`config.mk`:
```
export PLATFORM = sky130hd
export DESIGN_NAME = dvp_capture
export DESIGN_NICKNAME = d
export VERILOG_FILES = /design/src/rtl/dvp_capture.sv
export SDC_FILE = /design/constraint.sdc
export NUM_CORES = 1
export LEC_CHECK = 0
export CAP_MARGIN = 25
export CORE_ASPECT_RATIO = 2
export CORE_MARGIN = 2
export CORE_UTILIZATION = 39
export CTS_BUF_LIST = sky130_fd_sc_hd__clkbuf_8
export CTS_CLUSTER_SIZE = 24
export DETAILED_ROUTE_END_ITERATION = 12
export HOLD_SLACK_MARGIN = 0.08
export SYNTH_ARGS = -nofsm -noshare
export SYNTH_HDL_FRONTEND = slang
export SYNTH_SLANG_ARGS = --single-unit
```
`constraint.sdc`:
```
create_clock -name clk_i -period 3.65 [get_ports clk_i]
set_input_delay 0.73 -clock clk_i [delete_from_list [all_inputs] [get_ports clk_i]]
set_output_delay 0.73 -clock clk_i [all_outputs]
set_load 0.005 [all_outputs]
```
`src/rtl/dvp_capture.sv`:
```
// dvp_capture: receive side of the camera video path.
// Takes an OV7670-style DVP byte stream (VSYNC/HREF/8-bit bus, all on PCLK),
// pairs bytes into RGB565 pixels and emits frame-buffer write strobes with a
// linear address and x/y coordinates. Malformed lines/frames raise a sticky
// error flag that clears at the next armed frame start.
module dvp_capture #(
   parameter int DATA_W         = 8,
   parameter int ACTIVE_COLUMNS = 320,
   parameter int ACTIVE_ROWS    = 240,
   parameter int ADDR_W         = $clog2(ACTIVE_COLUMNS * ACTIVE_ROWS)
) (
   input  logic                              clk_i,
   input  logic                              reset_n_i,
   input  logic                              capture_en_i,
   input  logic                              vsync_i,
   input  logic                              href_i,
   input  logic [DATA_W-1:0]                 data_i,
   output logic [2*DATA_W-1:0]               pixel_o,
   output logic                              wr_en_o,
   output logic [ADDR_W-1:0]                 addr_o,
   output logic [$clog2(ACTIVE_COLUMNS)-1:0] x_o,
   output logic [$clog2(ACTIVE_ROWS)-1:0]    y_o,
   output logic                              frame_done_o,
   output logic                              line_err_o,
   output logic                              busy_o
);
   localparam int X_W  = $clog2(ACTIVE_COLUMNS);
   localparam int Y_W  = $clog2(ACTIVE_ROWS);
   // Counters are wide enough to hold the "line full" / "frame full" values
   localparam int XC_W = $clog2(ACTIVE_COLUMNS + 1);
   localparam int YC_W = $clog2(ACTIVE_ROWS + 1);
   localparam int AC_W = $clog2(ACTIVE_COLUMNS * ACTIVE_ROWS + 1);
   localparam logic [XC_W-1:0] COLS_C = XC_W'(ACTIVE_COLUMNS);
   localparam logic [YC_W-1:0] ROWS_C = YC_W'(ACTIVE_ROWS);

   typedef enum logic [1:0] {IDLE, SYNC, ACTIVE} state_t;

   state_t              state_q;
   logic                vsync_p1, href_p1, vsync_p2, href_p2;
   logic [DATA_W-1:0]   data_p1;
   logic [DATA_W-1:0]   hi_q;
   logic                phase_q;
   logic [XC_W-1:0]     x_q;
   logic [YC_W-1:0]     y_q;
   logic [AC_W-1:0]     addr_q;
   logic                vld_p2;
   logic [2*DATA_W-1:0] pix_p2;
   logic [ADDR_W-1:0]   waddr_p2;
   logic [X_W-1:0]      wx_p2;
   logic [Y_W-1:0]      wy_p2;

   logic vs_rise, vs_fall, href_fall, byte_ok, hi_load, write_go;

   assign vs_rise   = vsync_p1 & ~vsync_p2;
   assign vs_fall   = ~vsync_p1 & vsync_p2;
   assign href_fall = href_p2 & ~href_p1;
   // A vsync edge wins over a coincident href byte, which is then dropped
   assign byte_ok   = (state_q == ACTIVE) && !vs_rise && href_p1;
   assign hi_load   = byte_ok && !phase_q;
   assign write_go  = byte_ok && phase_q && (x_q != COLS_C) && (y_q != ROWS_C);

   // Stage S1/S2: register camera control lines twice for edge detection
   always_ff @(posedge clk_i or negedge reset_n_i) begin
      if (!reset_n_i) begin
         vsync_p1 <= 1'b0;
         href_p1  <= 1'b0;
         vsync_p2 <= 1'b0;
         href_p2  <= 1'b0;
      end else begin
         vsync_p1 <= vsync_i;
         href_p1  <= href_i;
         vsync_p2 <= vsync_p1;
         href_p2  <= href_p1;
      end
   end

   // Byte bus capture, high-byte hold and pixel assembly (pure data, no reset)
   always_ff @(posedge clk_i) begin
      data_p1 <= data_i;
      if (hi_load)  hi_q   <= data_p1;
      if (write_go) pix_p2 <= {hi_q, data_p1};
   end

   // Frame/line sequencing, counters, error flag and write staging
   always_ff @(posedge clk_i or negedge reset_n_i) begin
      if (!reset_n_i) begin
         state_q      <= IDLE;
         phase_q      <= 1'b0;
         x_q          <= '0;
         y_q          <= '0;
         addr_q       <= '0;
         vld_p2       <= 1'b0;
         waddr_p2     <= '0;
         wx_p2        <= '0;
         wy_p2        <= '0;
         frame_done_o <= 1'b0;
         line_err_o   <= 1'b0;
         busy_o       <= 1'b0;
      end else begin
         vld_p2       <= write_go;
         frame_done_o <= 1'b0;
         if (write_go) begin
            waddr_p2 <= ADDR_W'(addr_q);
            wx_p2    <= X_W'(x_q);
            wy_p2    <= Y_W'(y_q);
         end
         case (state_q)
            IDLE: begin
               if (vs_rise && capture_en_i) begin
                  state_q    <= SYNC;
                  line_err_o <= 1'b0;
                  phase_q    <= 1'b0;
                  x_q        <= '0;
                  y_q        <= '0;
                  addr_q     <= '0;
               end
            end
            SYNC: begin
               if (vs_fall) begin
                  state_q <= ACTIVE;
                  busy_o  <= 1'b1;
               end
            end
            ACTIVE: begin
               if (vs_rise) begin
                  frame_done_o <= 1'b1;
                  busy_o       <= 1'b0;
                  if (capture_en_i) begin
                     // Re-armed: a short frame still reports, otherwise clear
                     state_q    <= SYNC;
                     line_err_o <= (y_q != ROWS_C);
                     phase_q    <= 1'b0;
                     x_q        <= '0;
                     y_q        <= '0;
                     addr_q     <= '0;
                  end else begin
                     state_q <= IDLE;
                     if (y_q != ROWS_C) line_err_o <= 1'b1;
                  end
               end else if (href_p1) begin
                  phase_q <= ~phase_q;
                  if (phase_q) begin
                     if (write_go) begin
                        x_q    <= x_q + XC_W'(1);
                        addr_q <= addr_q + AC_W'(1);
                     end else begin
                        line_err_o <= 1'b1;
                     end
                  end
               end else if (href_fall) begin
                  if ((x_q != COLS_C) || phase_q) line_err_o <= 1'b1;
                  phase_q <= 1'b0;
                  x_q     <= '0;
                  // Skip the unwritten tail of a short line so addr stays at y*COLS+x
                  if (y_q != ROWS_C) begin
                     y_q    <= y_q + YC_W'(1);
                     addr_q <= addr_q + AC_W'(COLS_C - x_q);
                  end
               end
            end
            default: state_q <= IDLE;
         endcase
      end
   end

   // Output stage: registered write strobe and its payload
   always_ff @(posedge clk_i or negedge reset_n_i) begin
      if (!reset_n_i) begin
         wr_en_o <= 1'b0;
         pixel_o <= '0;
         addr_o  <= '0;
         x_o     <= '0;
         y_o     <= '0;
      end else begin
         wr_en_o <= vld_p2;
         if (vld_p2) begin
            pixel_o <= pix_p2;
            addr_o  <= waddr_p2;
            x_o     <= wx_p2;
            y_o     <= wy_p2;
         end
      end
   end

endmodule
```
Yosys cells after proc, flatten, opt, wreduce, memory -nomap -nowiden --
Index checks and enable logic that the tools add are counted.
Storage, ports and cells: bits of input ports 13, logic and storage cells 123, bits in registers 162, output and inout port bits 54
Cells by class: $add $sub $neg 5, eq/ne operators 18, multiplexer cells 49, reduce and logical (&&, ||, !) cells 20, bitwise logic cells 7
Operators by type and width (number):
- two-way mux 17 bit | 8
- two-way mux 9 bit | 7
- two-way mux 8 bit | 6
- case mux 17 bit (2 select lines) | 1
- two-way mux 1 bit | 18
- case mux 9 bit (2 select lines) | 1
- adder 17 x 1 -> 17 bit (second input constant) | 1
- adder 17 bit | 1
- inequality test 4 bit (second input constant) | 4
- case mux 8 bit (2 select lines) | 1
- AND reduction 7 bit | 2
- inequality test 4 x 3 -> 1 bit (second input constant) | 3
- AND reduction 6 bit | 2
- subtractor 9 x 9 -> 10 bit (first input constant) | 1
- adder 9 x 1 -> 9 bit (second input constant) | 1
- inequality test 3 bit (second input constant) | 3
- inequality test 9 bit (second input constant) | 1
- adder 8 x 1 -> 8 bit (second input constant) | 1
- inequality test 8 bit (second input constant) | 1
- logical AND 1 bit | 7
- two-way mux 2 bit | 3
- inequality test 2 bit (second input constant) | 3
- case mux 1 bit (2 select lines) | 3
- case mux 2 bit (3 select lines) | 1
- other kinds (11) | 19

Longest topological paths before layout --
Gate-level depths: netlist of the first run.
depth after elaboration 13, mapped depth 15, gate-level depth less buffers 13

Least setup slack after synthesis of the first run --
Ideal clock, no wire load.
path type register -> register, start reg x_q[2], end reg addr_q[14], data required time 3.529 ns, data arrival time 2.823 ns, buffers on the path 2, setup slack 0.706 ns, setup time 0.121 ns, stages on the path, launching flop included 15, period minus slack after synthesis 2.944 ns, cell sequence dfrtp_1 > clkbuf_1 > nor4_4 > nand2_1 > a21oi_1 > or3b_2 > inv_1 > ha_1 > clkbuf_1 > a21oi_1 > o211ai_1 > o21ai_0 > o21ai_0 > xor2_1 > a22o_1
On the way: cells in the longest elaborated chain, start to end 7, elaborated cells on any way between the ends 12, classes of those cells add/sub: 2; eq/ne: 2; mux: 5; reduce/logical: 3
Ends and longest elaborated chain:
- start, declared | line 43 | logic [XC_W-1:0] x_q;
- start signal, assigned | line 144 | x_q <= x_q + XC_W'(1);
- subtractor 9 x 9 -> 10 bit | line 157 | addr_q <= addr_q + AC_W'(COLS_C - x_q);
- adder 17 bit | line 157
- two-way mux 17 bit | line 155 | if (y_q != ROWS_C) begin
- two-way mux 17 bit | line 150 | end else if (href_fall) begin
- two-way mux 17 bit | line 140 | end else if (href_p1) begin
- two-way mux 17 bit | line 125 | if (vs_rise) begin
- case mux 17 bit (2 select lines) | line 107 | case (state_q)
- end signal, assigned | line 145 | addr_q <= addr_q + AC_W'(1);
- end signal, assigned | line 157
- end, declared | line 45 | logic [AC_W-1:0] addr_q;
Parallel ways exist; a longest one is shown, timed or not. The select of a mux whose other input is x is not followed. A chain may end at the register's enable or synchronous reset.

Worst setup path after layout of the first run --
start reg x_q[2], end reg addr_q[13]
Same word-level chain as after synthesis.

==> results of run 1 <==
==> worst max-delay path by stage <==
stage / from / end / slack (ns) / depth (start not counted)
after floorplan: x_q[2]$_DFFE_PN0P_ / addr_q[14]$_DFFE_PN0P_ / 0.71 / 14
after global placement: x_q[2]$_DFFE_PN0P_ / addr_q[13]$_DFFE_PN0P_ / 0.45 / 11
after detailed placement: x_q[2]$_DFFE_PN0P_ / addr_q[13]$_DFFE_PN0P_ / 0.38 / 11
after CTS: x_q[2]$_DFFE_PN0P_ / addr_q[13]$_DFFE_PN0P_ / 0.37 / 11
after global routing: x_q[5]$_DFFE_PN0P_ / addr_q[14]$_DFFE_PN0P_ / 0.11 / 12
final: x_q[2]$_DFFE_PN0P_ / addr_q[13]$_DFFE_PN0P_ / 0.38 / 11
==> cells by family (layout without fill, tap and decap cells) <==
group / Yosys count / count (layout) / share of synthesized area
adders and majority gates: 21 / 21 / 0.0388
xor gates and xnor gates: 19 / 19 / 0.0239
DFF: 162 / 162 / 0.594
and+or+nand+nor: 112 / 112 / 0.0856
muxes: 85 / 85 / 0.137
AOI/OAI and AO/OA: 102 / 102 / 0.0954
buffers and inverters: 35 / 115 / 0.0250
==> critical path, delay by kind of cell, from the launching register on <==
kind / cells / cell delay (ns)
AO/OA/AOI/OAI: 6 / 1.52
XOR/XNOR: 1 / 0.17
adder cells (fa/ha/maj): 1 / 0.35
flip-flops: 1 / 0.51
AND/OR/NAND/NOR: 3 / 0.62
==> per-stage QoR <==
stage	area, µm²	total power, µW	setup slack [ns]
2_1_floorplan	6960	2900	0.706
3_3_place_gp	7830	3320	0.446
3_5_place_dp	7830	3340	0.381
4_1_cts	8240	4720	0.374
5_1_grt	8240	4920	0.114
6_report	8240	4630	0.384
==> per-layer routing <==
layer | GRT usage | part of all wire | vias up | wire length [µm]
met1 | 0.188 | 0.46 | 2148 | 5890
met3 | 0.0292 | 0.027 | 11 | 349
li1 | - | - | 2089 | -
met5 | 0 | 0 | - | 0
met4 | 0.0574 | 0.015 | 0 | 191
met2 | 0.235 | 0.50 | 75 | 6360
==> cell type report <==
type | instances | area [µm²] | area share
clock buffers | 17 | 234 | 0.0284
clock inverters | 15 | 173 | 0.0210
inverters | 12 | 45.0 | 0.00547
multi-input cells | 339 | 2660 | 0.323
flip-flops and latches | 162 | 4140 | 0.502
well taps | 213 | 267 | 0.0324
repair buffers | 71 | 724 | 0.0880
==> placed cells by master, fill, tap and decap left out, types with 7 or more instances in the layout <==
cell type	instances
dfrtp_1	129
mux2_2	84
clkdlybuf4s50_1	65
nand2_1	38
o21ai_0	31
nor2_1	24
edfxtp_1	24
ha_1	20
a21oi_1	18
clkbuf_8	17
a22o_1	14
inv_1	12
xnor2_1	11
nand3_1	10
a31oi_1	9
xor2_1	8
dfxtp_1	8
and3_1	7
nand4_1	7
nor2b_1	7
o31ai_1	7
==> synth_stat cells, types with 4 or more instances <==
| master | number | area, µm² |
|---|---|---|
| a21oi_1 | 18 | 90.1 |
| a22o_1 | 14 | 123 |
| a31oi_1 | 9 | 56.3 |
| and2_1 | 5 | 31.3 |
| and3_1 | 7 | 43.8 |
| buf_1 | 4 | 15.0 |
| buf_2 | 4 | 20.0 |
| buf_4 | 4 | 30.0 |
| clkbuf_1 | 8 | 30.0 |
| dfrtp_1 | 130 | 3250 |
| dfxtp_1 | 8 | 160 |
| edfxtp_1 | 24 | 721 |
| ha_1 | 20 | 250 |
| inv_1 | 11 | 41.3 |
| mux2_2 | 84 | 946 |
| nand2_1 | 38 | 143 |
| nand3_1 | 10 | 50.1 |
| nand4_1 | 7 | 43.8 |
| nor2_1 | 24 | 90.1 |
| nor2b_1 | 7 | 43.8 |
| o21ai_0 | 31 | 155 |
| o31ai_1 | 8 | 60.1 |
| xnor2_1 | 11 | 96.3 |
| xor2_1 | 8 | 70.1 |
==> power by group through the flow <==
stage	registers [µW]	logic, µW	clock network, µW
finish	2300	986	1340
global route	2350	1090	1470
CTS	2310	1000	1410
detailed placement	2350	998	0
global placement	2340	982	0
floorplan	2280	618	0
==> state kept, by name, indices dropped and copies added (netlist names), 2 cells and up <==
name and cells:
addr_o 17, addr_q 17, waddr_p2 17, pix_p2 16, pixel_o 16, wx_p2 9
x_o 9, x_q 9, data_p1 8, hi_q 8, wy_p2 8, y_o 8
y_q 8, state_q 2
==> implementation parameters, run 1 <==
Parameter                              Value

Clock network
  Root buffer cell    clkbuf_8
  Buffer levels on the longest clock path    2
  TritonCTS sink count    162
  Hold buffers post-CTS    0
  Clock transition at path regs    0.09 ns
  Post-CTS setup buffer count    0
  TritonCTS clock tree    built
  TritonCTS Buffers    17
  Latest clock arrival within the worst-skew pair    0.45 ns
  Cells resized by post-CTS repair    0
  Number of levels in the clock H-tree    4

Synthesis
  Proportion of synthesized chip area in sequential cells    0.594
  Syn Nets    570
  Syn Area/Cell    13.0 µm²
  Count of mapped cells out of synthesis    536
  Cell area after synthesis    6960 µm²
  Top FF cell, synth    dfrtp_1
  Number of storage elements in the synthesis netlist    162
  Synth async-reset ratio    0.802
  Synthesis warning total    0
  Number of enable-type register cells in the synthesized netlist    24
  Post-synthesis cell type count    55

Worst setup path
  Largest fanout of any net on the critical path    10
  Worst R2R Path Depth    11
  Cell-by-cell trace of the critical path    or3_1, and2_1, a211oi_1, ha_1, a21oi_1, nor2b_1, a311o_1, a21oi_1, o21ai_0, xor2_1, a22o_1
  Critical Path RT    3.99 ns
  R2R setup slack    0.38 ns
  Crit start category    flop
  Endpoint of the worst-slack reg-to-reg timing path    addr_q[13]$_DFFE_PN0P_
  CP arrival    3.60 ns
  CP dominant cell by count    a21oi_1
  Setup Crit Path Kind    reg -> reg
  Worst stage delay on the critical path    0.51 ns
  Origin of the critical flop-to-flop path    x_q[2]$_DFFE_PN0P_
  CP max stage cell    dfrtp_1
  Endpoint type of the worst setup path    flop

Floorplanning
  Die extent in y    193 µm
  Die Area    19000 µm²
  Count of boundary I/O pins    67
  Core area    17600 µm²
  Die Width    98.5 µm
  Rows    69
  Starting utilization of the core area    0.395

Routing
  Drt pass-1 iters    4
  Average wire per cell in the routed design    15.4 µm
  Routed vias    4323
  Detailed-route vias per instance    5.21
  Number of nets with antenna violations after routing    0
  DRT iter0 DRCs    141
  Count of unresolved DRC violations after routing    0
  Drt total wl    12800 µm

STA
  Worst-case headroom to the max-slew limit    0.411
  Final setup violation count    0
  Tightest Pin Transition    0.884 ns
  Total negative slack for setup checks    0 ns
  Worst Hold Margin    0.365 ns
  Maximum clock rate    0.306 GHz
  Final cycle utilization of the critical path    0.895
  Final critical-path required period    3.27 ns
  Fin. max-slew vios    0
  Final Hold Viols    0
  Largest clock skew in the final design    0.0166 ns
  RSZ-0062 raised after global routing    no

GRT
  Global Route Usage Sum    0.144
  Pin count of the biggest net entering global routing    93
  Total overflow reported by the global router    0
  Initial antenna violation count    0
  Global-route wire length before repair    21800 µm
  Vias in the first global route    4373

Placed design
  Port Buf Inserts    66
  HPWL after detailed placement    8700 µm
  # placed instances    797
  GPL Wtd Cong    0.833

Pwr
  Power share of the sequential group    0.497
  Proportion of power drawn by the clock network    0.290
  Sw Share    0.288
  Leakage dissipation    0.00375 µW
  Switching power summed over all nets    1330 µW
  VDD IR max    0.288 mV
  Internal power    3300 µW
  Part of the power in combinational logic    0.213
  Power per cell area    563 nW/µm²

Layout
  Signed area change from the synthesized netlist to the final layout    18.3%
  Post-layout instance count excluding filler cells    829
  Finished Core Util    0.468
  Filler cell count    1631
  Total inserted antenna cells    0
  Final net count    637
  Proportion of layout cells with a drive suffix above 1    0.213

Worst hold path
  Worst Hold Class    in -> async

Flow run
  Reported max-cap violation count    0

Run status
  Outcome    finished clean
Power figures use the tool's default switching activity.
==> run 2, diff against run 1 <==
==> constraint.sdc (replaced) <==
create_clock -name clk_i -period 4.1 [get_ports clk_i]
set_input_delay 0.82 -clock clk_i [delete_from_list [all_inputs] [get_ports clk_i]]
set_output_delay 0.82 -clock clk_i [all_outputs]
set_load 0.005 [all_outputs]
==> implementation parameters, run 2 (synthesized netlist as in run 1, its figures left out) <==
Parameter                              Value

GRT
  Pin count of the biggest net entering global routing    88
  Global Route Usage Sum    0.144
  Vias in the first global route    4355
  Global-route wire length before repair    21900 µm
  Total overflow reported by the global router    0
  Initial antenna violation count    0

Floorplanning
  Starting utilization of the core area    0.395
  Die Width    98.5 µm
  Count of boundary I/O pins    67
  Core area    17600 µm²
  Rows    69
  Die extent in y    193 µm
  Die Area    19000 µm²

Worst setup path
  Crit start category    flop
  Largest fanout of any net on the critical path    10
  CP arrival    3.65 ns
  Endpoint type of the worst setup path    flop
  R2R setup slack    0.79 ns
  Setup Crit Path Kind    reg -> reg
  Origin of the critical flop-to-flop path    x_q[2]$_DFFE_PN0P_
  Endpoint of the worst-slack reg-to-reg timing path    addr_q[13]$_DFFE_PN0P_
  Worst R2R Path Depth    11
  Launch point of the worst path    x_q[2]$_DFFE_PN0P_
  Critical Path RT    4.44 ns

Placed design
  Post-Place Worst Slack    0.852 ns
  GPL Wtd Cong    0.871
  HPWL after detailed placement    8810 µm
  # placed instances    797
  Instance area at placement    7820 µm²
  Port Buf Inserts    66

Layout
  Final net count    637
  Finished Core Util    0.465
  Post-layout instance count excluding filler cells    829
  Proportion of layout cells with a drive suffix above 1    0.213
  Total inserted antenna cells    0
  Biggest regs    addr_o (17), addr_q (17), waddr_p2 (17)
  Most frequent standard cell in the layout excluding fill and tap cells    dfrtp_1
  Commonest cells after routing, fill and taps aside    dfrtp_1 (129), mux2_2 (84), clkdlybuf4s50_1 (65)
  Post-layout instance area    8190 µm²
  Signed area change from the synthesized netlist to the final layout    17.7%

STA
  RSZ-0062 raised after global routing    no
  Tightest Pin Transition    0.861 ns
  Final critical-path required period    3.31 ns
  Final Hold Viols    0
  Worst-case headroom to the max-slew limit    0.424
  Maximum clock rate    0.302 GHz
  Final setup violation count    0
  Largest clock skew in the final design    0.0163 ns
  Final setup slack of the worst path    0.790 ns
  Total negative slack for setup checks    0 ns
  Fin. max-slew vios    0
  Final cycle utilization of the critical path    0.807

Clock network
  Number of levels in the clock H-tree    4
  Latest clock arrival within the worst-skew pair    0.45 ns
  Post-CTS setup buffer count    0
  TritonCTS clock tree    built
  TritonCTS Buffers    17
  Root buffer cell    clkbuf_8
  Hold buffers post-CTS    0
  TritonCTS sink count    162
  Clock transition at path regs    0.10 ns
  Cells resized by post-CTS repair    0
  Buffer levels on the longest clock path    2

Flow run
  Reported max-cap violation count    0

Pwr
  Power per cell area    491 nW/µm²
  VDD IR max    0.208 mV
  Leakage dissipation    0.00372 µW

Run status
  Outcome    finished clean

Worst hold path
  End point of the worst hold path    pix_p2[11]$_DFFE_PP_
  Hold path depth    0
  Worst Min Path Start    hi_q[3]$_DFFE_PP_
  Worst Hold Class    reg -> reg

Routing
  Number of nets with antenna violations after routing    0
  DRT iter0 DRCs    189
  Drt pass-1 iters    4
  Routed vias    4332
  Average wire per cell in the routed design    15.5 µm
  Count of unresolved DRC violations after routing    0
  Drt total wl    12800 µm
  Detailed-route vias per instance    5.23
-- run 2: cell type report --
type / count / area, µm²
clock buffer: 17 / 234
timing repair buffer: 71 / 712
inverter: 12 / 45.0
clock inverter: 15 / 143
fill: 1637 / 9420
multi-input combinational: 339 / 2660
sequential: 162 / 4140
tap: 213 / 267
-- run 2: worst max-delay path, stage by stage, from the launching register on --
cell,delay (ns)
dfrtp_1,0.51
or3_1,0.38
and2_1,0.18
a211oi_1,0.29
ha_1,0.35
a21oi_1,0.16
nor2b_1,0.05
a311o_1,0.36
a21oi_1,0.37
o21ai_0,0.19
xor2_1,0.17
a22o_1,0.20
-- run 2: worst max path at each step --
stage | to | slack [ns]
5_1_grt | addr_q[13]$_DFFE_PN0P_ | 0.63
3_5_place_dp | addr_q[13]$_DFFE_PN0P_ | 0.85
2_1_floorplan | addr_q[14]$_DFFE_PN0P_ | 1.16
3_3_place_gp | addr_q[15]$_DFFE_PN0P_ | 0.92
6_report | addr_q[13]$_DFFE_PN0P_ | 0.79
4_1_cts | addr_q[13]$_DFFE_PN0P_ | 0.83
-- run 2: layer usage --
layer / global-route usage / vias up / share of wire
li1: - / 2086 / -
met1: 0.191 / 2143 / 0.45
met2: 0.231 / 94 / 0.50
met3: 0.0335 / 9 / 0.038
met4: 0.0553 / 0 / 0.014
met5: 0 / - / 0
-- run 2: metrics by stage --
step           hold WS (ns)  total power [µW]
5_1_grt               0.423              4270
3_5_place_dp          0.405              2970
6_report              0.418              4020
3_3_place_gp          0.403              2950
2_1_floorplan         0.352              2580
4_1_cts               0.419              4090
-- run 2: power by group --
group | leakage (µW) | total, µW | switching (µW) | internal, µW
Combinational | 0.00148 | 877 | 370 | 507
Sequential | 0.00205 | 2050 | 178 | 1870
Clock | 0.000195 | 1100 | 652 | 449
